**config.mk**
```make
export PLATFORM = sky130hd
export DESIGN_NAME = vsfx_vaddsws_seq
export DESIGN_NICKNAME = d
export VERILOG_FILES = /design/src/rtl/vsfx_pkg.sv /design/src/rtl/vsfx_vaddsws.sv /design/src/rtl/vsfx_vaddsws_seq.sv
export SDC_FILE = /design/constraint.sdc
export NUM_CORES = 1
export LEC_CHECK = 0
export ABC_AREA = 1
export CELL_PAD_IN_SITES_DETAIL_PLACEMENT = 1
export CELL_PAD_IN_SITES_GLOBAL_PLACEMENT = 2
export CORE_ASPECT_RATIO = 1.1
export CORE_MARGIN = 1
export CORE_UTILIZATION = 26
export CTS_BUF_LIST = sky130_fd_sc_hd__clkbuf_4 sky130_fd_sc_hd__clkbuf_8 sky130_fd_sc_hd__clkbuf_16
export DETAILED_ROUTE_END_ITERATION = 6
export GPL_TIMING_DRIVEN = 0
export PLACE_DENSITY_LB_ADDON = 0.1
export SYNTH_ARGS = -nofsm -noshare
export SYNTH_HDL_FRONTEND = slang
export SYNTH_SLANG_ARGS = --single-unit
```
**constraint.sdc**
```tcl
create_clock -name clk -period 2.9 [get_ports clk]
set_input_delay 0.435 -clock clk [delete_from_list [all_inputs] [get_ports clk]]
set_output_delay 0.435 -clock clk [all_outputs]
set_load 0.01 [all_outputs]
```
**src/rtl/vsfx_pkg.sv**
```systemverilog
// Shared definitions for the VSFX (vector simple fixed-point) unit.
//   LANE_W   : width of one vector word lane
//   state_t  : sequencer states
//   SAT_POS / SAT_NEG : signed word saturation limits
package vsfx_pkg;

  localparam int LANE_W = 32;

  typedef enum logic [1:0] {
    IDLE = 2'd0,
    RUN  = 2'd1,
    DONE = 2'd2
  } state_t;

  localparam logic [LANE_W-1:0] SAT_POS = 32'h7FFF_FFFF;
  localparam logic [LANE_W-1:0] SAT_NEG = 32'h8000_0000;

endpackage

```
**src/rtl/vsfx_vaddsws.sv**
```systemverilog
// Combinational 32-bit signed saturating word adder (one vaddsws lane).
// Ports:
//   a, b : signed word operands
//   sum  : saturated sum
//   sat  : high when the two's-complement sum overflowed and was clamped
module vsfx_vaddsws
  import vsfx_pkg::*;
(
  input  logic [LANE_W-1:0] a,
  input  logic [LANE_W-1:0] b,
  output logic [LANE_W-1:0] sum,
  output logic              sat
);

  // Returns {sat, result}. Overflow is only possible when both operands
  // share a sign and the wrapped sum has the opposite sign.
  function automatic logic [LANE_W:0] sat_add(input logic signed [LANE_W-1:0] x,
                                              input logic signed [LANE_W-1:0] y);
    logic signed [LANE_W-1:0] s;
    s = x + y;
    if (!x[LANE_W-1] && !y[LANE_W-1] && s[LANE_W-1])
      return {1'b1, SAT_POS};
    else if (x[LANE_W-1] && y[LANE_W-1] && !s[LANE_W-1])
      return {1'b1, SAT_NEG};
    else
      return {1'b0, s};
  endfunction

  logic signed [LANE_W-1:0] a_s;
  logic signed [LANE_W-1:0] b_s;
  logic        [LANE_W:0]   res;

  assign a_s = a;
  assign b_s = b;
  assign res = sat_add(a_s, b_s);
  assign sum = res[LANE_W-1:0];
  assign sat = res[LANE_W];

endmodule

```
**src/rtl/vsfx_vaddsws_seq.sv**
```systemverilog
// Multi-cycle 128-bit vaddsws: one shared saturating lane adder processes the
// word lanes one per cycle, word 0 (MSB word) first.
// Ports:
//   clk, rst_n              : clock, asynchronous active-low reset
//   in_valid/in_ready       : operand handshake (vra, vrb)
//   flush                   : synchronous abort of an in-flight operation
//   out_valid/out_ready     : result handshake (vrt, sat)
//   vscr_sat, vscr_sat_clr  : sticky VSCR[SAT] and its clear (set wins)
module vsfx_vaddsws_seq
  import vsfx_pkg::*;
#(
  parameter int NUM_LANES = 4
) (
  input  logic                        clk,
  input  logic                        rst_n,
  input  logic                        in_valid,
  output logic                        in_ready,
  input  logic [LANE_W*NUM_LANES-1:0] vra,
  input  logic [LANE_W*NUM_LANES-1:0] vrb,
  input  logic                        flush,
  output logic                        out_valid,
  input  logic                        out_ready,
  output logic [LANE_W*NUM_LANES-1:0] vrt,
  output logic                        sat,
  output logic                        vscr_sat,
  input  logic                        vscr_sat_clr
);

  localparam int VEC_W = LANE_W * NUM_LANES;
  localparam int CNT_W = (NUM_LANES > 1) ? $clog2(NUM_LANES) : 1;
  localparam logic [CNT_W-1:0] LAST_LANE = CNT_W'(NUM_LANES - 1);

  state_t             state_q, state_d;
  logic [CNT_W-1:0]   cnt_q;
  logic [VEC_W-1:0]   opa_q, opb_q;
  logic [VEC_W-1:0]   vrt_q;
  logic               sat_q;
  logic               vscr_q;

  logic [LANE_W-1:0]  lane_a, lane_b, lane_sum;
  logic               lane_sat;
  logic               accept, step, last, set_sticky;

  // Lane select: word i lives at the big-endian position NUM_LANES-1-i.
  always_comb begin
    lane_a = opa_q[LANE_W*(NUM_LANES-1-int'(cnt_q)) +: LANE_W];
    lane_b = opb_q[LANE_W*(NUM_LANES-1-int'(cnt_q)) +: LANE_W];
  end

  vsfx_vaddsws u_lane (
    .a   (lane_a),
    .b   (lane_b),
    .sum (lane_sum),
    .sat (lane_sat)
  );

  assign last = (cnt_q == LAST_LANE);

  always_comb begin
    state_d = state_q;
    accept  = 1'b0;
    step    = 1'b0;
    case (state_q)
      IDLE: begin
        // flush outranks a new operand pair
        if (in_valid && !flush) begin
          accept  = 1'b1;
          state_d = RUN;
        end
      end
      RUN: begin
        if (flush) begin
          state_d = IDLE;
        end else begin
          step = 1'b1;
          if (last) state_d = DONE;
        end
      end
      DONE: begin
        if (flush || out_ready) state_d = IDLE;
      end
      default: state_d = IDLE;
    endcase
  end

  // The sticky bit is set on the edge that enters DONE, including the
  // final lane's own saturation which is not yet in sat_q.
  assign set_sticky = step && last && (sat_q || lane_sat);

  always_ff @(posedge clk or negedge rst_n) begin
    if (!rst_n) begin
      state_q <= IDLE;
      cnt_q   <= '0;
      opa_q   <= '0;
      opb_q   <= '0;
      vrt_q   <= '0;
      sat_q   <= 1'b0;
      vscr_q  <= 1'b0;
    end else begin
      state_q <= state_d;
      if (accept) begin
        opa_q <= vra;
        opb_q <= vrb;
        cnt_q <= '0;
        vrt_q <= '0;
        sat_q <= 1'b0;
      end else if (step) begin
        vrt_q[LANE_W*(NUM_LANES-1-int'(cnt_q)) +: LANE_W] <= lane_sum;
        sat_q <= sat_q | lane_sat;
        if (!last) cnt_q <= cnt_q + CNT_W'(1);
      end
      if (set_sticky)
        vscr_q <= 1'b1;
      else if (vscr_sat_clr)
        vscr_q <= 1'b0;
    end
  end

  assign in_ready  = (state_q == IDLE);
  // A flush in DONE abandons the result, so it is not offered that cycle.
  assign out_valid = (state_q == DONE) && !flush;
  assign vrt       = vrt_q;
  assign sat       = sat_q;
  assign vscr_sat  = vscr_q;

endmodule

```
**Word level (Yosys, flattened, before mapping)**

Cells that the tools add are included.

- Bits in registers: 390
- Bits of input ports: 262
- Output and inout port bits: 132
- Word-level logic and storage cells: 63

- Add/subtract/negate cells: 4
- Equal/unequal tests: 7
- Shift operators: 4
- Multiplexer cells: 21
- Bitwise logic cells: 1
- Reduce and logical (&&, ||, !) cells: 19

Operator list:

| operator | count |
|---|---|
| 128-bit 2-to-1 mux | 2 |
| 128-bit by 8-bit indexed part select with 32-bit output | 2 |
| 128-bit bitwise mux | 1 |
| 32-bit by 33-bit variable shift with 128-bit output (first input constant) | 1 |
| 32-bit by 33-bit indexed part select with 128-bit output | 1 |
| 33-bit 2-to-1 mux | 2 |
| 8-bit negation with 33-bit output | 1 |
| 32-bit adder | 1 |
| 2-bit 2-to-1 mux | 7 |
| 1-bit logical AND | 8 |
| 1-bit 2-to-1 mux | 8 |
| 2-bit one-hot mux with 3 select lines | 1 |
| 2-bit == test (second input constant) | 2 |
| 1-bit logical NOT | 4 |
| 2-bit != test (second input constant) | 2 |
| 2-bit nonzero test | 2 |
| 3-bit != test (second input constant) | 1 |
| 3-bit AND reduction | 1 |
| 2-bit by 2-bit subtractor with 3-bit output (first input constant) | 1 |
| 2-bit by 1-bit adder with 2-bit output (second input constant) | 1 |
| 2-bit by 1-bit == test with 1-bit output (second input constant) | 1 |
| 2-bit logical NOT | 1 |
| 1-bit logical OR | 2 |
| 2-bit by 1-bit != test with 1-bit output (second input constant) | 1 |
| other kinds (2) | 2 |

**Logic depth before layout (Yosys ltp)**

- Depth after elaboration: 11
- Gate-level depth with buffers: 23
- Mapped depth without buffers: 21

**Hierarchy**

A second synthesis with hierarchy kept.

- Cell total of the unflattened synthesis: 2790
- Area total of the unflattened synthesis: 20571.0 µm²

Modules (own cells, without submodules):

| module | times used | cells an instance | area an instance (µm²) | sequential area each (µm²) |
|---|---|---|---|---|
| vsfx_vaddsws_seq | 1 | 2251 | 17986.0 | 9759.4 |
| vsfx_vaddsws | 1 | 539 | 2585.0 | 0.0 |

**Worst setup path before layout**

OpenSTA, ideal clock, no wires.

- Path kind: register to register
- Start point: reg cnt_q[0]
- End point: reg vrt_q[119], in the netlist vrt[119]
- Library setup time: 0.118 ns
- Data arrival time: 2.988 ns
- Data required time: 2.782 ns
- Slack: -0.206 ns
- Cell stages (with the launch flop): 20
- Path buffers: 4
- Period minus slack after synthesis: 3.106 ns
- Cell sequence: dfrtp_1 -> clkbuf_1 -> clkbuf_1 -> clkbuf_1 -> nor2_1 -> o22ai_1 -> ha_1 -> nand2_1 -> inv_1 -> a21oi_2 -> nand2_1 -> a21oi_1 -> nand2_1 -> nand2_2 -> nand2_2 -> nand2_4 -> buf_6 -> nand2_2 -> nand4_1 -> nand2_1

- Cells in the longest elaborated chain, start to end: 11
- Elaborated cells on any way between the ends: 19
- Those cells by class: add/sub (3); shift (4); mux (5); reduce/logical (7)

Ends and longest elaborated chain:

| what | line | text |
|---|---|---|
| start: declaration | vsfx_vaddsws_seq.sv:34 | `logic [CNT_W-1:0] cnt_q;` |
| start signal: assignment | vsfx_vaddsws_seq.sv:110 | `if (!last) cnt_q <= cnt_q + CNT_W'(1);` |
| 2-bit by 2-bit subtractor with 3-bit output * | vsfx_vaddsws_seq.sv:46, vsfx_vaddsws_seq.sv:47, vsfx_vaddsws_seq.sv:108 |  |
| 128-bit by 8-bit indexed part select with 32-bit output, on equally long branches | vsfx_vaddsws_seq.sv:46, vsfx_vaddsws_seq.sv:47 |  |
| 32-bit adder | vsfx_vaddsws.sv:20 | `s = x + y;` |
| 1-bit logical NOT | vsfx_vaddsws.sv:23 | `else if (x[LANE_W-1] && y[LANE_W-1] && !s[LANE_W-1])` |
| 1-bit logical AND | vsfx_vaddsws.sv:23 |  |
| 33-bit 2-to-1 mux | vsfx_vaddsws.sv:23 |  |
| 33-bit 2-to-1 mux | vsfx_vaddsws.sv:21 | `if (!x[LANE_W-1] && !y[LANE_W-1] && s[LANE_W-1])` |
| 32-bit by 33-bit indexed part select with 128-bit output | vsfx_vaddsws_seq.sv:108 | `vrt_q[LANE_W*(NUM_LANES-1-int'(cnt_q)) +: LANE_W] <= lane_sum;` |
| 128-bit bitwise mux * | vsfx_vaddsws_seq.sv:108 |  |
| 128-bit 2-to-1 mux * | vsfx_vaddsws_seq.sv:107 | `end else if (step) begin` |
| 128-bit 2-to-1 mux * | vsfx_vaddsws_seq.sv:101 | `if (accept) begin` |
| end signal: indexed assignment | vsfx_vaddsws_seq.sv:108 |  |
| end: declaration | vsfx_vaddsws_seq.sv:36 | `logic [VEC_W-1:0] vrt_q;` |

Every way passes the cells marked *; elsewhere a longest branch is shown, timed or not. The select of a mux whose other input is x is not followed.
A chain may end at the register's enable or synchronous reset.

**Final worst setup path**

- Start point: reg cnt_q[1]
- End point: reg vrt_q[75], in the netlist vrt[75]

Same word-level chain as after synthesis.

==> results.toml <==
[global_route]
grt_first_pass_wirelength_mm = 132
track_usage_pct = 23.3
antenna_found_initial = 2
grt_overflow = 0
grt_pass1_vias = 21100
grt_max_degree = 115

[routing]
remaining_drc_errors = 0
drtIter0Drc = 877
vias_per_cell = 4.69
dr_total_vias = 19200
drt-total-wl_mm = 88.9
firstDrtPassIters = 5
drtAntennaViolNets = 0
routedWlPerCell_um = 21.7

[yosys]
yosys-mux-area-fraction_pct = 0
synth_compound_area_share_pct = 6.56
synthAdderAreaFrac_pct = 2.49
synthFlopType = "dfrtp_1"
synthesis.area_mm2 = 0.0194
synth_edf_count = 0
ys_warn_count = 0
synth_xor_area_share_pct = 0.723
syn-num-nets = 2871
syn_avg_cell_area_um2 = 7.54
synth_cell_types = 39
ys_seq_area_share_pct = 50.4
async_flop_share_pct = 100
synth-simple-area-share_pct = 34.2
netlist_instances = 2571
synth_top_family_by_area = "simple AND/OR/NAND/NOR gates"
synth_seq_cells = 390

[clock_tree]
numCtsBuffers = 47
clk_pin_slew_ps = 60
cts_tree = "yes"
cts_buffer_depth = 3
htree_levels = 2
cts.sinks = 390
clock_latency_ps = 600
clockRootBuffer = "clkbuf_16"

[timing]
setup_viol = 130
relSlewSlack_pct = 32.9
fin_crit_ps = 3300
skew_ps = 25.8
rsz0062_at_grt = "true"
slew_violations = 0
timing.fmax_mhz = 303
finalWorstSetupSlack_ps = -400
post-route-period-util_pct = 114
fin_setup_tns_ps = -45350
max_slew.worst_pin.slew_ps = 1010
hold-worst-slack_ps = 389
hold_violations = 0

[finish]
final_cell_mix = "nand2_1 (1181), clkdlybuf4s50_1 (392), dfrtp_1 (388), nor2_1 (134), inv_1 (99)"
antenna_cells = 0
layout.core_utilization_pct = 40.9
final_common_cell = "nand2_1"
syn_to_final_growth_pct = 55.1
num-fill-cells = 8610
drive_gt1_share_pct = 21.1
layout.nets = 3412

[power]
ir_worst_vdd_mv = 0.673
p_int_mw = 21.7
p_total_mw = 42.8
p_sw_share_pct = 49.3
p_sw_mw = 21.1
p_leak_nw = 14.8
powerDensity_mw_per_mm2 = 1430
p_seq_share_pct = 17.1
combinationalPowerShare_pct = 68.8
clockPowerShare_pct = 14.1

[job]
max_cap_violations = 0

[worst_hold_path]
min_path_type = "input pin to register"

[floorplan]
core_mm2 = 0.0735
ios = 394
die_w_um = 262
placementRows = 104
initial_core_util_pct = 26.4
die-height_um = 288
fp.dieArea_mm2 = 0.0756

[critical_path]
crit_arrival_ps = 3770
required_ps = 3370
cp-start-kind = "register"
crit_path_max_fanout = 8
reg2reg_slack_ps = -400
cp-end-kind = "register"
critPathKind = "register to register"

[place]
io_buffers = 393
hpwl_mm = 66.8
finalWeightedCongestion = 0.822
dpl_worst_slack_ps = -1940

[outcome]
status = "finished, violations left"
violations = "setup timing"
## cell usage after synthesis, types with 3 or more instances
cell type  number  area (um^2)
inv_2           5         18.8
a21oi_1        28          140
clkbuf_1       64          240
o21ai_0       128          641
buf_4           3         22.5
ha_1           37          463
o21bai_1        3         22.5
nor2_1        171          642
nand3_1        59          295
buf_1           6         22.5
o22ai_1        60          375
nor3_1          5         25.0
a32oi_1         4         35.0
dfrtp_1       390         9760
xor2_1         13          114
inv_1         105          394
nand2_1      1291         4850
nand2_4         8         90.1
nand2_2        32          200
xnor2_1         3         26.3
buf_2          69          345
nand4_1        65          407
## cell type report
class | count | area [um^2] | share of cell area [%]
multi-input cells | 1925 | 10800 | 35.8
flip-flops and latches | 390 | 9760 | 32.5
repair buffers | 494 | 5080 | 16.9
clock buffers | 65 | 1410 | 4.69
plain buffers | 143 | 1250 | 4.15
well taps | 954 | 1190 | 3.97
inverters | 111 | 430 | 1.43
clock inverters | 17 | 158 | 0.525
## path summary, 6_finish.rpt
check / cells past startpoint / end / start
min: 3 / opa_q[34] / vra[34]
max in group asynchronous: 4 / opa_q[91] / rst_n
max reg2reg: 21 / vrt[75] / cnt_q[1]
min in group asynchronous: 2 / vrt[70] / rst_n
max: 21 / vrt[75] / cnt_q[1]
min reg2reg: 2 / opb_q[51] / opb_q[51]
## routing by layer
metal  global-route usage, %  part of all wire, %  vias up
met5                       0                    0        -
met4                    6.49                  2.5        0
met3                    2.58                  2.7      107
met2                    43.9                   53      381
met1                    28.0                   42     9544
li1                        -                    -     9196
## critical path, stage by stage (launching register included)
cell        delay (ps)
dfrtp_4            520
clkinvlp_4         150
buf_12             160
clkbuf_16          170
buf_12             130
a32oi_4            290
ha_1               290
nand2_1             70
nand2_2             80
nand3_2             70
nand2_2             80
nand2_2             80
nand2_4             70
nand2_4             90
nand2_4             60
nand2_4             80
nand3_4            200
buf_6              230
nand2_2            110
nand2_8             80
nand3_1             70
nand2_1             60
## power by group through the flow
stage	clock (mW)	combinational (mW)	sequential, mW
4_1_cts	6.18	26.4	7.32
5_1_grt	6.38	31.4	7.46
6_report	6.02	29.5	7.34
3_3_place_gp	0	17.9	7.37
2_1_floorplan	0	10.4	7.18
3_5_place_dp	0	18.1	7.37
## metrics by stage
stage,area (um^2),cells
floorplan,19400,2571
global placement,24500,3918
detailed placement,24600,3921
CTS,29300,4086
global route,30100,4099
finish,30100,4099
## what timing repair did
item,CTS,global route
gates cloned,15,3
hold buffers,1,0
gates resized for setup,535,165
setup endpoints to repair,154,130
buffers inserted,69,14
hold endpoints to repair,97,0
pin swaps,112,68
## state kept, by name, indices dropped and copies added (netlist names)
register  cells
sat           1
vscr_sat      1
state_q       2
cnt_q         2
vrt         128
opb_q       128
opa_q       128
## logic make-up (layout without fill, tap and decap cells)
group / count (synthesis) / in the layout
compound gates: 230 / 230
xor+xnor: 16 / 16
fa+ha+maj: 38 / 38
buf+inv: 256 / 830
flops: 390 / 390
simple gates: 1641 / 1641
Power figures use the tool's default switching activity.
